## config.mk

```make
export PLATFORM = sky130hd
export DESIGN_NAME = multi_clk_div
export DESIGN_NICKNAME = d
export VERILOG_FILES = /design/src/rtl/multi_clk_div.sv
export SDC_FILE = /design/constraint.sdc
export NUM_CORES = 2
export LEC_CHECK = 0
export BUFFER_PORTS_ARGS = -buffer_cell sky130_fd_sc_hd__buf_2
export CAP_MARGIN = 30
export CORE_MARGIN = 2
export CORE_UTILIZATION = 65
export CTS_CLUSTER_DIAMETER = 120
export DETAILED_ROUTE_END_ITERATION = 7
export PLACE_DENSITY = 0.88
export SLEW_MARGIN = 30
export SYNTH_ARGS = -nofsm -noshare
export SYNTH_HDL_FRONTEND = slang
export SYNTH_SLANG_ARGS = --single-unit
export TNS_END_PERCENT = 10
```

## constraint.sdc

```tcl
create_clock -name clk -period 7.38 [get_ports clk]
set_clock_uncertainty 0.05 [all_clocks]
set_input_delay 0.738 -clock clk [delete_from_list [all_inputs] [get_ports clk]]
set_output_delay 0.738 -clock clk [all_outputs]
set_load 0.02 [all_outputs]
```

## src/rtl/multi_clk_div.sv

```systemverilog
// Multi-channel programmable clock divider / tick generator with glitch-free divisor updates.
// Define CLK_DIV_SYNC_EN to add the sync input that phase-aligns all running channels.
module multi_clk_div #(
  parameter int unsigned NUM_CH     = 4,
  parameter int unsigned WIDTH      = 32,
  parameter int unsigned DEF_PERIOD = 2,
  parameter int unsigned DEF_HIGH   = 1
) (
  input  logic                    clk,
  input  logic                    rst,
`ifdef CLK_DIV_SYNC_EN
  input  logic                    sync,
`endif
  input  logic [NUM_CH-1:0]       en,
  input  logic [NUM_CH-1:0]       load,
  input  logic [NUM_CH*WIDTH-1:0] period_i,
  input  logic [NUM_CH*WIDTH-1:0] high_i,
  output logic [NUM_CH-1:0]       clk_o,
  output logic [NUM_CH-1:0]       tick_o
);

  typedef enum logic {StIdle, StRun} state_e;

  logic sync_w;
`ifdef CLK_DIV_SYNC_EN
  assign sync_w = sync;
`else
  assign sync_w = 1'b0;
`endif

  for (genvar g = 0; g < NUM_CH; g++) begin : g_ch
    logic [WIDTH-1:0] cnt_q, p_q, h_q, pn_q, hn_q;
    logic             pf_q, clk_q, tick_q;
    state_e           state_q;

    logic [WIDTH-1:0] ld_p, ld_h, eff_p, eff_h, cnt_inc;
    logic             wrap;

    // eff_* is what P/H become if an apply happens on this edge; a same-cycle load wins.
    always_comb begin
      ld_p    = period_i[g*WIDTH +: WIDTH];
      ld_h    = high_i[g*WIDTH +: WIDTH];
      eff_p   = load[g] ? ld_p : (pf_q ? pn_q : p_q);
      eff_h   = load[g] ? ld_h : (pf_q ? hn_q : h_q);
      cnt_inc = cnt_q + WIDTH'(1);
      wrap    = (cnt_q == (p_q - WIDTH'(1)));
    end

    always_ff @(posedge clk) begin
      if (rst) begin
        state_q <= StIdle;
        cnt_q   <= '0;
        p_q     <= WIDTH'(DEF_PERIOD);
        h_q     <= WIDTH'(DEF_HIGH);
        pn_q    <= '0;
        hn_q    <= '0;
        pf_q    <= 1'b0;
        clk_q   <= 1'b0;
        tick_q  <= 1'b0;
      end else begin
        if (load[g]) begin
          pn_q <= ld_p;
          hn_q <= ld_h;
          pf_q <= 1'b1;
        end
        unique case (state_q)
          StIdle: begin
            p_q   <= eff_p;
            h_q   <= eff_h;
            pf_q  <= 1'b0;
            cnt_q <= '0;
            if (en[g] && (eff_p != '0)) begin
              state_q <= StRun;
              clk_q   <= (eff_h != '0);
              tick_q  <= 1'b1;
            end else begin
              clk_q  <= 1'b0;
              tick_q <= 1'b0;
            end
          end
          StRun: begin
            if (!en[g]) begin
              state_q <= StIdle;
              cnt_q   <= '0;
              clk_q   <= 1'b0;
              tick_q  <= 1'b0;
            end else if (sync_w || wrap) begin
              // Period start: pending values take effect here and nowhere mid-period.
              p_q   <= eff_p;
              h_q   <= eff_h;
              pf_q  <= 1'b0;
              cnt_q <= '0;
              if (eff_p == '0) begin
                state_q <= StIdle;
                clk_q   <= 1'b0;
                tick_q  <= 1'b0;
              end else begin
                clk_q  <= (eff_h != '0);
                tick_q <= 1'b1;
              end
            end else begin
              cnt_q  <= cnt_inc;
              clk_q  <= (cnt_inc < h_q);
              tick_q <= 1'b0;
            end
          end
          default: state_q <= StIdle;
        endcase
      end
    end

    assign clk_o[g]  = clk_q;
    assign tick_o[g] = tick_q;
  end

endmodule

```

# --- Word level (Yosys, flattened, before mapping) ---
# Cells that the tools add are included.
op_classes:
  n_addsub: 8
  n_bitwise: 4
  reduce_logical: 20
  muxes: 120
  n_lt_le_gt_ge: 4
  n_eq_ne: 12
ops:
  columns: ["cell", "n"]
  rows:
  - ["2-to-1 mux 32 bit", 40]
  - ["case mux 32 bit (2 select lines)", 12]
  - ["nonzero test 32 bit", 8]
  - ["adder 32 x 1 -> 32 bit (second input constant)", 4]
  - ["equality test 32 bit", 4]
  - ["logical NOT 32 bit", 4]
  - ["< comparator 32 bit", 4]
  - ["subtractor 32 x 1 -> 32 bit (second input constant)", 4]
  - ["2-to-1 mux 1 bit", 52]
  - ["case mux 1 bit (2 select lines)", 16]
  - ["!= test 2 x 1 -> 1 bit (second input constant)", 4]
  - ["!= test 2 bit (second input constant)", 4]
  - ["AND reduction 2 bit", 4]
  - ["logical AND 1 bit", 4]
  - ["inverter 1 bit", 4]
word_totals:
  wordCells: 204
  ff_bits: 656
  output_inout_bits: 8

# --- Longest topological paths before layout ---
logic_depth:
  ltp_word: 7
  depth_mapped: 17

# --- Least setup slack after synthesis ---
# OpenSTA, ideal clock, no wires.
synth_path:
  path_kind: "register to register"
  startpoint: "register g_ch[0].p_q[2]"
  endpoint: "register g_ch[0].h_q[10]"
  path_slack_ps: 3394
  setup_ps: 121
  stages_incl_launch_ff: 12
  t_arrival_ps: 3815
  period_less_slack_ps: 3986
  cell_sequence: "dfxtp_1 buf_2 or4_1 or3_1 a2111oi_2 o2111ai_1 or4_1 or4_1 o41a_1 buf_6 buf_6 mux2_4"
synth_via:
  elab_chain_cells: 4
synth_rtl:
  columns: ["element", "line_no", "text"]
  rows:
  - ["start: declaration", "32", "logic [WIDTH-1:0] cnt_q, p_q, h_q, pn_q, hn_q;"]
  - ["start signal: assignment", "53", "p_q <= WIDTH'(DEF_PERIOD);"]
  - ["start signal: assignment", "68", "p_q <= eff_p;"]
  - ["start signal: assignment", "89", "p_q <= eff_p;"]
  - ["subtractor 32 x 1 -> 32 bit", "46", "wrap = (cnt_q == (p_q - WIDTH'(1)));"]
  - ["equality test 32 bit", "46", null]
  - ["!= test 2 x 1 -> 1 bit (no line)", null, null]
  - ["AND reduction 2 bit (no line)", null, null]
  - ["end signal: assignment", "54", "h_q <= WIDTH'(DEF_HIGH);"]
  - ["end signal: assignment", "69", "h_q <= eff_h;"]
  - ["end signal: assignment", "90", "h_q <= eff_h;"]
  - ["end: declaration", "32", null]
# No other way between the ends.
# A chain may end at the register's enable or synchronous reset.

# --- Worst setup path in the final report ---
layout_path:
  startpoint: "register g_ch[0].p_q[0]"
  endpoint: "register g_ch[0].p_q[3]"
layout_via:
  elab_chain_cells: 4
layout_rtl:
  columns: ["element", "line_no"]
  rows:
  - ["subtractor 32 x 1 -> 32 bit", "46"]
  - ["equality test 32 bit", "46"]
  - ["!= test 2 x 1 -> 1 bit (no line)", null]
  - ["AND reduction 2 bit (no line)", null]
# No other way between the ends.

==> flow_summary_export.csv <==
group,metric,value,unit
sta,timing.final.crit_share,0.672,
critical_path,reg2regPathDepth,9,
sta,tns,0,ns
logic_synthesis,ys.flop_type,"dfxtp_1",
global_route,grt_start_max_net_pins,180,
global_route,first_global_vias,32300,
layout,n_fill_cell,4377,
floorplan,rows,90,
logic_synthesis,synthDistinctLibCells,78,
layout,final_core_utilization,0.718,
pwr,powerDensity,208,nW/um^2
floorplan,boundaryPins,274,
critical_path,reg2reg_slack,2.42,ns
clock_tree,clock_latency,0.64,ns
drt,final_antenna_net_count,0,
logic_synthesis,synth_top_cell_area_share,0.335,
floorplan,die_x,250,um
clock_tree,cts.path.max_buffers,3,
clock_tree,path_clk_slew,0.06,ns
critical_path,path_max_fanout,34,
logic_synthesis,synth.avg_cell_area,8.31,sq um
sta,slew_headroom,0.335,
job,cap_violations,0,
critical_path,critPathLaunchType,"register",
global_route,grtUsageTotal,0.308,
worst_hold_path,min_from,"high_i[77]",
layout,regArea,13100,sq um
drt,via_per_inst,6.03,
drt,routed_wl,100,mm
critical_path,max_stage_delay,0.76,ns
sta,maxClockFrequency,0.202,GHz
logic_synthesis,synthTopCellsByCount,"956 x nor2_1, 656 x dfxtp_1, 521 x mux2i_1",
logic_synthesis,synthArstFlopShare,0,
placed_design,dp_slack,2.22,ns
critical_path,cp_common_cell,"or4_1",
sta,timing.hold.ws,0.298,ns
run_status,status,"completed",
critical_path,cp_slowest_cell,"o41a_4",
layout,drive_gt1_frac,0.131,
placed_design,place_congestion,0.962,
worst_hold_path,hp-class,"in -> reg",
pwr,power.leakage,0.0180,uW
sta,rsz0062_at_grt,"false",
clock_tree,ctsHoldBuffers,0,
critical_path,crit_required,7.85,ns
clock_tree,numClockSinks,656,
worst_hold_path,whs_path_depth,3,
logic_synthesis,synth_area,39200,sq um
logic_synthesis,synth.largest_area_cell,"dfxtp_1",
layout,multi_input_area,24300,sq um
sta,tightest_slew,0.998,ns
global_route,grt_first_pass_wirelength,161,mm
floorplan,fp.coreArea,60000,sq um
clock_tree,clockRootBuffer,"clkbuf_16",
critical_path,startpoint,"g_ch[0].p_q[0]$_SDFFE_PP0P_",
critical_path,cp.arrival,5.43,ns
logic_synthesis,synth_edf_count,0,
drt,routedWlPerCell,17.8,um
clock_tree,cts_resized,0,
layout,finalNetCount,5173,
clock_tree,cts_tree,"done",
logic_synthesis,synth_area_leaders,"dfxtp_1 33%, mux2i_1 13%, nor2_1 9.1%",
critical_path,timing.rr.start,"g_ch[0].p_q[0]$_SDFFE_PP0P_",
global_route,overflow,0,
drt,drc,0,
logic_synthesis,synth.net_count,5119,
sta,slew_viol_final,0,
floorplan,die_area,62400,sq um
drt,dr.first_iter.drc_count,2539,
critical_path,path_cells,"or4_1 -> or3_1 -> a2111oi_2 -> o2111ai_1 -> or4_1 -> or4_1 -> o41a_4 -> buf_4 -> mux2_4",
pwr,ir_drop,0.000230,V
clock_tree,htreeDepth,3,
floorplan,start_util,0.654,
sta,hold_violations,0,
global_route,antenna_found_initial,17,
layout,area_growth,9.89,%
sta,setup_viol,0,
logic_synthesis,yosysWarnings,0,
logic_synthesis,yosysSeqAreaShare,0.335,
floorplan,die_y,250,um
placed_design,hpwl,68.6,mm
critical_path,r2r_end,"g_ch[0].p_q[3]$_SDFFE_PP0P_",
clock_tree,cts_buffers,72,
sta,layout_min_cycle_time,4.96,ns
critical_path,worst_setup_path_end_kind,"register",
logic_synthesis,yosysMostFrequentCell,"nor2_1",
drt,vias,33900,
worst_hold_path,holdPathEnd,"g_ch[2].hn_q[13]$_SDFFE_PP0P_",
drt,drt-pass1-iter-count,5,
critical_path,critical_path_class,"reg -> reg",
clock_tree,postCtsSetupBuffers,0,
sta,fin_ws,2.42,ns
logic_synthesis,syn_inst,4721,
placed_design,io_buffers,273,
logic_synthesis,ys_ff_latch,656,
## flip-flops by register name (all words and copies together) (netlist names), 128 cells and up
signal and cells:
g_ch.hn_q 128, g_ch.cnt_q 128, g_ch.h_q 128, g_ch.p_q 128, g_ch.pn_q 128
## area by class of cell
type,count,area share
antenna,8,0.000464
tap,782,0.0227
sequential,656,0.305
multi-input combinational,3579,0.563
clock buffer,103,0.0484
inverter,163,0.0142
timing repair buffer,303,0.0395
clock inverter,25,0.00722
## kinds of logic (layout without fill, tap and decap cells)
logic type,Yosys count,count (layout),share of synthesized area
and+or+nand+nor,1793,1793,0.219
muxes,710,710,0.192
AOI/OAI and AO/OA,664,664,0.102
DFF,656,656,0.335
buffers and inverters,486,594,0.0485
xor gates and xnor gates,280,280,0.0625
adders and majority gates,132,132,0.0421
other,0,8,0
## how the worst max path moves through the flow
| stage | endpoint | slack, ns |
|---|---|---|
| after floorplan | g_ch[0].h_q[10]$_SDFFE_PP0P_ | 3.39 |
| after global placement | g_ch[0].h_q[27]$_SDFFE_PP0P_ | 2.27 |
| after detailed placement | g_ch[0].p_q[19]$_SDFFE_PP0P_ | 2.22 |
| after CTS | g_ch[0].p_q[19]$_SDFFE_PP0P_ | 2.19 |
| after global routing | g_ch[3].p_q[5]$_SDFFE_PP0P_ | 2.22 |
| final | g_ch[0].p_q[3]$_SDFFE_PP0P_ | 2.42 |
## layout by cell type (no fill, tap or decap), types with 17 or more instances in the layout
master and count:
inv_1 161, nor4_1 56, nand3_1 66, nand2_1 118
a21oi_1 303, clkbuf_8 17, a21o_1 37, o21ai_0 129
mux2_2 134, buf_4 23, clkbuf_16 72, and3_1 48
buf_2 268, or4_1 24, mux2_4 47, nor2_1 956
ha_1 132, nor3_1 48, nor2b_1 219, and4_1 24
mux2i_1 521, or3_1 20, dfxtp_1 652, and2_1 18
nand2b_1 17, nand4_1 129, xor2_1 102, xnor2_1 178
o31ai_1 45
## routing by layer
layer | share of wire | GRT usage | up-vias
li1 | - | - | 16500
met2 | 0.47 | 0.515 | 1110
met1 | 0.43 | 0.395 | 15900
met4 | 0.041 | 0.134 | 20
met5 | 0.0013 | 0 | -
met3 | 0.059 | 0.0493 | 296
## report_power, final
part | internal (uW) | total, uW | switching (uW)
registers | 3730 | 3910 | 178
clock network | 2100 | 3660 | 1560
logic | 599 | 1400 | 801
## critical path, delay by kind of cell, from the launching register on
| kind | cells | cell delay, ns |
|---|---|---|
| simple gates | 4 | 2.32 |
| buf+inv | 1 | 0.41 |
| mux | 1 | 0.37 |
| flops | 1 | 0.36 |
| compound gates | 3 | 1.30 |
## through the flow
step | std cells | area (sq um) | total power [uW]
2_1_floorplan | 4721 | 39200 | 4970
3_3_place_gp | 5481 | 40600 | 5280
3_5_place_dp | 5481 | 40600 | 5330
4_1_cts | 5609 | 43000 | 8980
5_1_grt | 5618 | 43100 | 9300
6_report | 5619 | 43100 | 8960
(Power assumes the default switching activity.)
